--- config.mk ---
export PLATFORM = sky130hd
export DESIGN_NAME = disp_fmt_flat
export DESIGN_NICKNAME = d
export VERILOG_FILES = /design/src/rtl/disp_fmt_if.sv /design/src/rtl/disp_fmt.sv /design/src/flat_wrapper.sv
export SDC_FILE = /design/constraint.sdc
export NUM_CORES = 1
export LEC_CHECK = 0
export ABC_AREA = 1
export CAP_MARGIN = 20
export CORE_AREA = 2 2 95 97
export DETAILED_ROUTE_END_ITERATION = 10
export DIE_AREA = 0 0 97 99
export PLACE_DENSITY = 0.69
export SLEW_MARGIN = 40
export SYNTH_ARGS = -nofsm -noshare
export SYNTH_HDL_FRONTEND = slang
export SYNTH_SLANG_ARGS = --single-unit
--- constraint.sdc ---
create_clock -name clk -period 1.62 [get_ports clk]
set_input_delay 0.324 -clock clk [delete_from_list [all_inputs] [get_ports clk]]
set_output_delay 0.324 -clock clk [all_outputs]
set_load 0.02 [all_outputs]
--- src/rtl/disp_fmt_if.sv ---
// Handshake and digit bus between the value producer and disp_fmt.
// The producer drives start/value; disp_fmt returns status and the four display codes.
interface disp_fmt_if #(
    parameter int WIDTH = 15
);
    logic             start;
    logic [WIDTH-1:0] value;
    logic             busy;
    logic             done;
    logic [4:0]       dig3;
    logic [4:0]       dig2;
    logic [4:0]       dig1;
    logic [4:0]       dig0;

    modport master (
        output start, value,
        input  busy, done, dig3, dig2, dig1, dig0
    );

    modport slave (
        input  start, value,
        output busy, done, dig3, dig2, dig1, dig0
    );
endinterface

--- src/rtl/disp_fmt.sv ---
// Signed binary to four seven-segment display codes: iterative double-dabble,
// leading-zero blanking, minus-sign placement and overflow ("OFL") indication.
module disp_fmt #(
    parameter int WIDTH = 15
) (
    input  logic        clk,
    input  logic        rst_n,
    disp_fmt_if.slave   bus
);
    localparam logic [4:0] BCD_BLANK = 5'h10;
    localparam logic [4:0] BCD_NEG   = 5'h11;
    localparam logic [4:0] BCD_O     = 5'h12;
    localparam logic [4:0] BCD_F     = 5'h13;
    localparam logic [4:0] BCD_L     = 5'h14;

    typedef enum logic [1:0] {IDLE, CONV, FMT} state_t;

    state_t           state_q, state_d;
    logic             sign_q, sign_d;
    logic             ovf_q, ovf_d;
    logic             busy_q, busy_d;
    logic             done_q, done_d;
    logic [WIDTH-1:0] mag_q, mag_d;
    logic [15:0]      bcd_q, bcd_d;
    logic [3:0]       cnt_q, cnt_d;
    logic [4:0]       dig_q [4];
    logic [4:0]       dig_d [4];

    logic [15:0]      bcd_adj;
    logic [4:0]       fmt_dig [4];
    logic [1:0]       msd;
    logic             in_sign;
    logic [WIDTH-1:0] abs_val;
    logic [15:0]      abs_ext;

    // Negating the most negative input wraps to 2^(WIDTH-1), which is exact as unsigned.
    assign in_sign = bus.value[WIDTH-1];
    assign abs_val = in_sign ? -bus.value : bus.value;
    assign abs_ext = 16'(abs_val);

    genvar gi;
    generate
        for (gi = 0; gi < 4; gi++) begin : g_adj
            assign bcd_adj[gi*4 +: 4] = (bcd_q[gi*4 +: 4] >= 4'd5) ?
                                        bcd_q[gi*4 +: 4] + 4'd3 : bcd_q[gi*4 +: 4];
        end
    endgenerate

    always_comb begin
        fmt_dig = '{default: BCD_BLANK};
        msd     = 2'd0;
        for (int i = 1; i < 4; i++) begin
            if (bcd_q[i*4 +: 4] != 4'd0) msd = 2'(i);
        end
        for (int i = 0; i < 4; i++) begin
            if (i > int'(msd)) fmt_dig[i] = BCD_BLANK;
            else               fmt_dig[i] = {1'b0, bcd_q[i*4 +: 4]};
        end
        // A non-overflowing negative number never uses all four positions.
        if (sign_q && (msd != 2'd3)) fmt_dig[msd + 2'd1] = BCD_NEG;
        if (ovf_q) begin
            fmt_dig[3] = sign_q ? BCD_NEG : BCD_BLANK;
            fmt_dig[2] = BCD_O;
            fmt_dig[1] = BCD_F;
            fmt_dig[0] = BCD_L;
        end
    end

    always_comb begin
        state_d = state_q;
        sign_d  = sign_q;
        ovf_d   = ovf_q;
        busy_d  = busy_q;
        done_d  = 1'b0;
        mag_d   = mag_q;
        bcd_d   = bcd_q;
        cnt_d   = cnt_q;
        dig_d   = dig_q;
        case (state_q)
            IDLE: begin
                if (bus.start) begin
                    sign_d  = in_sign;
                    mag_d   = abs_val;
                    ovf_d   = in_sign ? (abs_ext > 16'd999) : (abs_ext > 16'd9999);
                    bcd_d   = 16'd0;
                    cnt_d   = 4'(WIDTH);
                    busy_d  = 1'b1;
                    state_d = CONV;
                end
            end
            CONV: begin
                bcd_d = {bcd_adj[14:0], mag_q[WIDTH-1]};
                mag_d = mag_q << 1;
                cnt_d = cnt_q - 4'd1;
                if (cnt_q == 4'd1) state_d = FMT;
            end
            FMT: begin
                dig_d   = fmt_dig;
                done_d  = 1'b1;
                busy_d  = 1'b0;
                state_d = IDLE;
            end
            default: state_d = IDLE;
        endcase
    end

    always_ff @(posedge clk or negedge rst_n) begin
        if (!rst_n) begin
            state_q <= IDLE;
            sign_q  <= 1'b0;
            ovf_q   <= 1'b0;
            busy_q  <= 1'b0;
            done_q  <= 1'b0;
            mag_q   <= '0;
            bcd_q   <= 16'd0;
            cnt_q   <= 4'd0;
            dig_q   <= '{default: BCD_BLANK};
        end else begin
            state_q <= state_d;
            sign_q  <= sign_d;
            ovf_q   <= ovf_d;
            busy_q  <= busy_d;
            done_q  <= done_d;
            mag_q   <= mag_d;
            bcd_q   <= bcd_d;
            cnt_q   <= cnt_d;
            dig_q   <= dig_d;
        end
    end

    assign bus.busy = busy_q;
    assign bus.done = done_q;
    assign bus.dig3 = dig_q[3];
    assign bus.dig2 = dig_q[2];
    assign bus.dig1 = dig_q[1];
    assign bus.dig0 = dig_q[0];
endmodule

--- src/flat_wrapper.sv ---
// flat-port wrapper written by rule: the top's interface ports become plain ports
module disp_fmt_flat 
#(
    parameter int WIDTH = 15
)
  (clk, rst_n, bus_start, bus_value, bus_busy, bus_done, bus_dig3, bus_dig2, bus_dig1, bus_dig0);
  disp_fmt_if #(.WIDTH(WIDTH)) bus_i ();
  input  logic clk;
  input  logic rst_n;
  input wire logic [$bits(bus_i.start)-1:0] bus_start;
  input wire logic [$bits(bus_i.value)-1:0] bus_value;
  output wire logic [$bits(bus_i.busy)-1:0] bus_busy;
  output wire logic [$bits(bus_i.done)-1:0] bus_done;
  output wire logic [$bits(bus_i.dig3)-1:0] bus_dig3;
  output wire logic [$bits(bus_i.dig2)-1:0] bus_dig2;
  output wire logic [$bits(bus_i.dig1)-1:0] bus_dig1;
  output wire logic [$bits(bus_i.dig0)-1:0] bus_dig0;
  assign bus_i.start = bus_start;
  assign bus_i.value = bus_value;
  assign bus_busy = bus_i.busy;
  assign bus_done = bus_i.done;
  assign bus_dig3 = bus_i.dig3;
  assign bus_dig2 = bus_i.dig2;
  assign bus_dig1 = bus_i.dig1;
  assign bus_dig0 = bus_i.dig0;
  disp_fmt #(.WIDTH(WIDTH)) u_core (.clk(clk), .rst_n(rst_n), .bus(bus_i));
endmodule
==> results of run 1 <==
[power by group]
| part | leakage [nW] | switching, W | internal [W] |
|---|---|---|---|
| logic | 1.45 | 0.00195 | 0.00155 |
| clock network | 0.0905 | 0.000556 | 0.000635 |
| registers | 0.728 | 0.000450 | 0.00222 |
| total | 2.27 | 0.00296 | 0.00440 |
[worst max-delay path, stage by stage, from the launching register on]
cell and delay (ns):
dfrtp_1 0.39, inv_2 0.09, ha_4 0.16, inv_4 0.04, nor2_4 0.08, nand2_2 0.08
nor4_4 0.27, nand2_1 0.13, o311ai_1 0.28
[metal layers]
metal / GRT usage, % / share of wire, % / up-vias / routed length (µm)
met4: 7.367 / 2.6 / 0 / 194
met2: 29.06 / 50 / 62 / 3691
met3: 3.121 / 3.6 / 15 / 267
li1: - / - / 1530 / -
met1: 20.80 / 44 / 1423 / 3284
met5: 0 / 0 / - / 0
[flip-flops by register name, indices dropped and copies added, names as in the netlist]
signal and cells:
u_core.mag_q 15, u_core.bus.dig2 5, u_core.bus.dig3 5, u_core.ovf_q 1
u_core.sign_q 1, u_core.bus.dig1 5, u_core.cnt_q 4, u_core.bus.busy 1
u_core.bus.dig0 5, u_core.state_q 2, u_core.bus.done 1, u_core.bcd_q 16
[cell families (layout without fill, tap and decap cells)]
kind of cell | Yosys count | after routing | share of synthesized area [%]
compound gates | 81 | 81 | 14.63
xor+xnor | 5 | 5 | 1.303
fa+ha+maj | 11 | 11 | 4.095
buf+inv | 72 | 172 | 8.861
flops | 61 | 61 | 45.57
mux | 1 | 1 | 0.2979
simple gates | 175 | 175 | 25.24
[through the flow]
step | instances | utilization (%) | hold WS [ns] | total power, W | setup TNS, ns
2_1_floorplan | 406 | - | 0.02841 | 0.004804 | 0
6_report | 614 | 52.37 | 0.4748 | 0.007364 | -0.01408
5_1_grt | 614 | 52.37 | 0.5065 | 0.008025 | -0.1814
3_5_place_dp | 590 | 49.28 | 0.3062 | 0.006152 | -2.289
4_1_cts | 610 | 51.73 | 0.4822 | 0.007329 | 0
3_3_place_gp | 590 | 49.28 | 0.3061 | 0.005998 | -1.930
[worst max path at each step]
| stage | cells past startpoint | end |
|---|---|---|
| after detailed placement | 14 | u_core.ovf_q$_DFFE_PN0P_ |
| after global routing | 14 | u_core.ovf_q$_DFFE_PN0P_ |
| after global placement | 14 | u_core.ovf_q$_DFFE_PN0P_ |
| after CTS | 1 | bus_dig0[1] |
| after floorplan | 8 | u_core.bus.dig1[2]$_DFFE_PN0P_ |
| final | 8 | u_core.bus.dig2[0]$_DFFE_PN0P_ |
[cells in the final DEF, fill, tap and decap left out, types with 2 or more instances in the layout]
cell | synthesis | final
o32ai_1 | 4 | 4
ha_4 | 0 | 2
dfrtp_1 | 57 | 57
ha_1 | 11 | 9
clkdlybuf4s50_1 | 0 | 16
o21ai_1 | 6 | 6
nand4_1 | 3 | 3
nor2_4 | 2 | 4
a21oi_1 | 10 | 10
o21ai_0 | 32 | 32
nor2_2 | 4 | 2
inv_2 | 13 | 17
a22oi_1 | 14 | 14
nand2_2 | 12 | 12
inv_1 | 47 | 42
nand3_1 | 25 | 25
nand2_1 | 87 | 87
xor2_1 | 5 | 5
clkinv_2 | 0 | 2
clkbuf_1 | 2 | 3
dlygate4sd2_1 | 0 | 17
dlymetal6s2s_1 | 0 | 5
buf_12 | 0 | 3
buf_4 | 1 | 53
o22ai_1 | 8 | 8
a32o_1 | 2 | 2
nor2_1 | 28 | 28
nand3_2 | 8 | 8
dfstp_2 | 4 | 4
clkbuf_8 | 0 | 11
[layout make-up]
| cell class | count | area share (%) |
|---|---|---|
| Tap cell | 108 | 3.018 |
| Inverter | 60 | 5.085 |
| Timing Repair Buffer | 96 | 18.86 |
| Clock inverter | 2 | 0.2235 |
| Clock buffer | 14 | 3.632 |
| Multi-Input combinational cell | 273 | 34.98 |
| Sequential cell | 61 | 34.20 |
[timing repair]
action / CTS / global route
resized for setup: 23 / 11
hold buffers: 1 / 0
pin swaps: 1 / 0
setup endpoints to repair: 21 / 14
endpoints found under the hold margin: 14 / 0
setup buffers: 3 / 4
gates cloned: 0 / 0
==> run metrics, run 1 <==
Synth area leaders dfrtp_1 (42%), nand2_1 (9.7%), inv_1 (5.2%), o21ai_0 (4.8%), ha_1 (4.1%); Synth async-reset ratio 100.0%; largest net degree at the start of global routing 26; clk buf depth 2; top cell type's share of synthesized area ~42%; Worst setup SP type flop; CP Launch Point u_core.bcd_q[12]$_DFFE_PN0P_; routability cong. 0.8464; aggregate global-route resource usage between 10% and 20%; Final period util 100.9%; register area share after synthesis between 40% and 50%; RSZ-0062 raised after global routing true; Crit. End Element flop; TritonCTS Buffers 9; count leader, synth nand2_1; crit path kind flop to flop; CTS clk-pin slew, worst paths 0.06 ns; Synthesized Nets 435; worst min-delay path class flop to flop; fin worst setup slack -0.01408 ns; Starting Density roughly 39%; Die Ht 99 µm; hold depth 2; Synth Cell Area roughly 3400 µm²; Routed WL 7.437 mm; # setup viols final 1; Commonest cells post-synth nand2_1 (87), dfrtp_1 (57), inv_1 (47), o21ai_0 (32), nor2_1 (28); vias in the first global route 2976; Worst Tran Pin Value between 0.4 and 0.5 ns; drt drc 0; share of post-route cells with drive strength above 1 24.51%; yosys warns 0; drt first pass iters 4; outcome complete, but fails checks; global-route wire length before repair 13.34 mm; initial antenna violation count 0; hold_sp u_core.bus.busy$_DFFE_PN0P_; fmax around 600 MHz; # port buffers 39; post-DR wirelength/cell 12.11 µm; worst-skew pair later-pin latency 0.34 ns; post-synth top area cell dfrtp_1; Hold EP u_core.bus.busy$_DFFE_PN0P_; DP Area approximately 4200 µm²; Post-DP HPWL around 5.7 mm; Final Slew Violations 0; ys flop type dfrtp_1; static leakage 2.270 nW; Netlist cell types 37; FILL cells 808; Post-synth EDFFs 0; DP Worst Slack -0.4017 ns; Ant. Diodes 0; Post-Syn Area per Cell 8.278 µm²; Root Buffer clkbuf_8; nets 530; Area growth syn-to-layout 33.25%; drt via density 4.935; Final min period 1.634 ns; ANT nets after route 0; H-tree Lvls 3; FF-to-FF setup slack -0.01 ns; worst r2r dst u_core.bus.dig2[0]$_DFFE_PN0P_; TritonCTS clock tree built; I/O pins 40; CP required 1.85 ns; CP Data Arrival Time 1.86 ns; pwr dens 1644 nW/µm²; post-route cell area 4478 µm²; footprint of the multi-input gates 1567 µm²; vias between 3000 and 4000; die footprint 9603 µm²; Overflow after GRT 0; Fin Clk Skew 0.01035 ns; Core Region about 8600 µm²; Gate Count Post-Synth 406; row count 34; Max Cap Viol 0; DIE WIDTH 97 µm; Reg2Reg Depth 8; clock sinks 61; failing checks negative setup slack; Yosys reg bits between 60 and 70; DRT iter0 DRCs just under 100; register area 1531 µm²; R2R Path Start u_core.bcd_q[12]$_DFFE_PN0P_; Max-slew headroom roughly two thirds; endpoints failing hold 0; Peak VDD IR 0.0005593 V; Crit Path Max Fanout 5
Note: power is estimated with default switching activity, not from simulation.
==> inputs of run 2 (changes only) <==
ABC_AREA = not set   (was 1)
CAP_MARGIN = 30   (was 20)
PLACE_DENSITY = 0.68   (was 0.69)
==> run metrics, run 2 <==
outcome complete, but fails checks; failing checks negative setup slack; Synthesized Nets 385; vias in the first global route 2761; H-tree Lvls 3; RSZ-0062 raised after global routing true; FILL cells 802; most common cell after layout, fill and taps aside buf_4; aggregate global-route resource usage 15.93%; Netlist cell types 54; Worst Tran Pin Value 0.5476 ns; Max Cap Viol 0; max reg flops 16; Starting Density around two fifths; R2R Path Start u_core.state_q[1]$_DFFE_PN0P_; Final min period 1.722 ns; clock sinks 61; drt first pass iters 4; Crit. End Element flop; Gate Count Post-Synth 356; post-synth top area cell dfrtp_1; Final Slew Violations 0; routability cong. 0.8148; worst min-delay path class input pin to flop; worst-skew pair later-pin latency 0.34 ns; Core Region approximately 8600 µm²; Die Ht 99 µm; Overflow after GRT 0; Worst setup SP type input pin; endpoints failing hold 0; FF-to-FF setup slack around 0.02 ns; DRT iter0 DRCs 95; CP Data Arrival Time 1.94 ns; ANT nets after route 0; yosys warns 0; die footprint 9603 µm²; Cells after DPL about 540; I/O pins 40; Post-DP HPWL 5.465 mm; most frequent cells in the layout buf_4 (62), dfrtp_1 (57), nand2_1 (35), o21ai_0 (35), nor2_1 (22); pwr dens 1423 nW/µm²; drt via density around 5.1; vias around 2900; Synth area leaders dfrtp_1 (43%), o21ai_0 (5.7%), ha_1 (4.2%), nand2_1 (4.0%), dfstp_2 (3.2%); Largest regs u_core.bcd_q (16), u_core.mag_q (15); # setup viols final 1; clk buf depth 2; nets 479; drt drc 0; share of post-route cells with drive strength above 1 24.89%; Synth async-reset ratio 100.0%; Max-slew headroom 63.49%; post-DR wirelength/cell 13.20 µm; crit path kind input pin to flop; row count 34; CTS clk-pin slew, worst paths roughly 0.060 ns; fmax about 580 MHz; Post-Syn Area per Cell about 9.3 µm²; initial antenna violation count 0; Crit Path Max Fanout 3; DIE WIDTH 97 µm; static leakage 2.151 nW; Final period util 106.3%; Area growth syn-to-layout 36.73%; global-route wire length before repair 12.58 mm; # port buffers 39; worst r2r dst u_core.ovf_q$_DFFE_PN0P_; ys flop type dfrtp_1; Routed WL between 7 and 8 mm; register area share after synthesis between 40% and 50%; Biggest register u_core.bcd_q; CP required ~1.8 ns; count leader, synth dfrtp_1; Reg2Reg Depth 5; Hold EP u_core.mag_q[0]$_DFFE_PN0P_; Synth Cell Area around 3300 µm²; Post-synth EDFFs 0; TritonCTS Buffers 9; Non-Filler Instances 562; TritonCTS clock tree built; largest net degree at the start of global routing 27; hold_sp bus_value[0]; Hold Slack 0.3899 ns; fin worst setup slack -0.1016 ns; Commonest cells post-synth dfrtp_1 (57), o21ai_0 (38), nand2_1 (35), nor2_1 (26), a21oi_1 (20); Root Buffer clkbuf_8; Yosys reg bits 61; top cell type's share of synthesized area a little over two fifths; Ant. Diodes 0; DP Worst Slack -0.9820 ns; hold depth 4; Peak VDD IR 0.0005213 V; Fin Clk Skew 0.006798 ns
[run 2: cells by family after synthesis]
group,synth area share [%]
xor gates and xnor gates,5.285
adders and majority gates,4.152
buffers and inverters,4.416
and+or+nand+nor,17.44
DFF,46.21
muxes,1.057
AOI/OAI and AO/OA,21.44
[run 2: area by class of cell]
| cell class | count | area [µm²] | area share [%] |
|---|---|---|---|
| Tap cell | 108 | 135.1 | 2.982 |
| Sequential cell | 61 | 1531 | 33.79 |
| Clock buffer | 13 | 148.9 | 3.285 |
| Clock inverter | 2 | 10.01 | 0.2209 |
| Inverter | 16 | 80.08 | 1.767 |
| Multi-Input combinational cell | 259 | 1748 | 38.57 |
| Timing Repair Buffer | 103 | 878.3 | 19.38 |
[run 2: per-stage QoR]
stage	setup TNS (ns)	power, W	area, µm²	util, %
CTS	-0.1218	0.006378	4447	52.00
global placement	-7.923	0.005186	4279	50.04
finish	-0.1016	0.006447	4532	53.00
floorplan	-0.3032	0.004259	3374	-
detailed placement	-8.796	0.005283	4279	50.04
global route	-0.2562	0.006971	4532	53.00
[run 2: critical path, stage by stage]
cell and delay [ns]:
clkdlybuf4s15_1 0.22, or4b_4 0.55, o21ai_2 0.14, xor2_1 0.20, o311a_1 0.21, o32ai_1 0.08
a211o_1 0.23
[run 2: worst max-delay path by stage]
stage | from | endpoint | slack (ns)
final | bus_value[4] | u_core.ovf_q$_DFFE_PN0P_ | -0.10
after global routing | bus_value[14] | u_core.ovf_q$_DFFE_PN0P_ | -0.18
after detailed placement | bus_value[1] | u_core.ovf_q$_DFFE_PN0P_ | -0.98
after floorplan | bus_value[1] | u_core.ovf_q$_DFFE_PN0P_ | -0.28
after global placement | bus_value[1] | u_core.ovf_q$_DFFE_PN0P_ | -0.95
after CTS | bus_value[1] | u_core.ovf_q$_DFFE_PN0P_ | -0.12
[run 2: per-layer routing]
layer  GRT usage, %  wire [µm]  up-vias
met1          21.38       3572     1329
met5              0          0        -
met2          25.32       3413       71
li1               -          -     1472
met3          2.553        306       10
met4          7.584        123        0
[run 2: report_power, final]
group	internal (W)	leakage, nW	switching [W]
Combinational	0.00130	1.30	0.00147
Sequential	0.00208	0.770	0.000469
Clock	0.000584	0.0833	0.000548
[run 2: repair_timing]
item                       CTS  global route
pin swaps                   11             5
hold buffers                 1             0
setup buffers                2             2
setup endpoints to repair   25            31
hold endpoints to repair    18             0
resized for setup           40            21
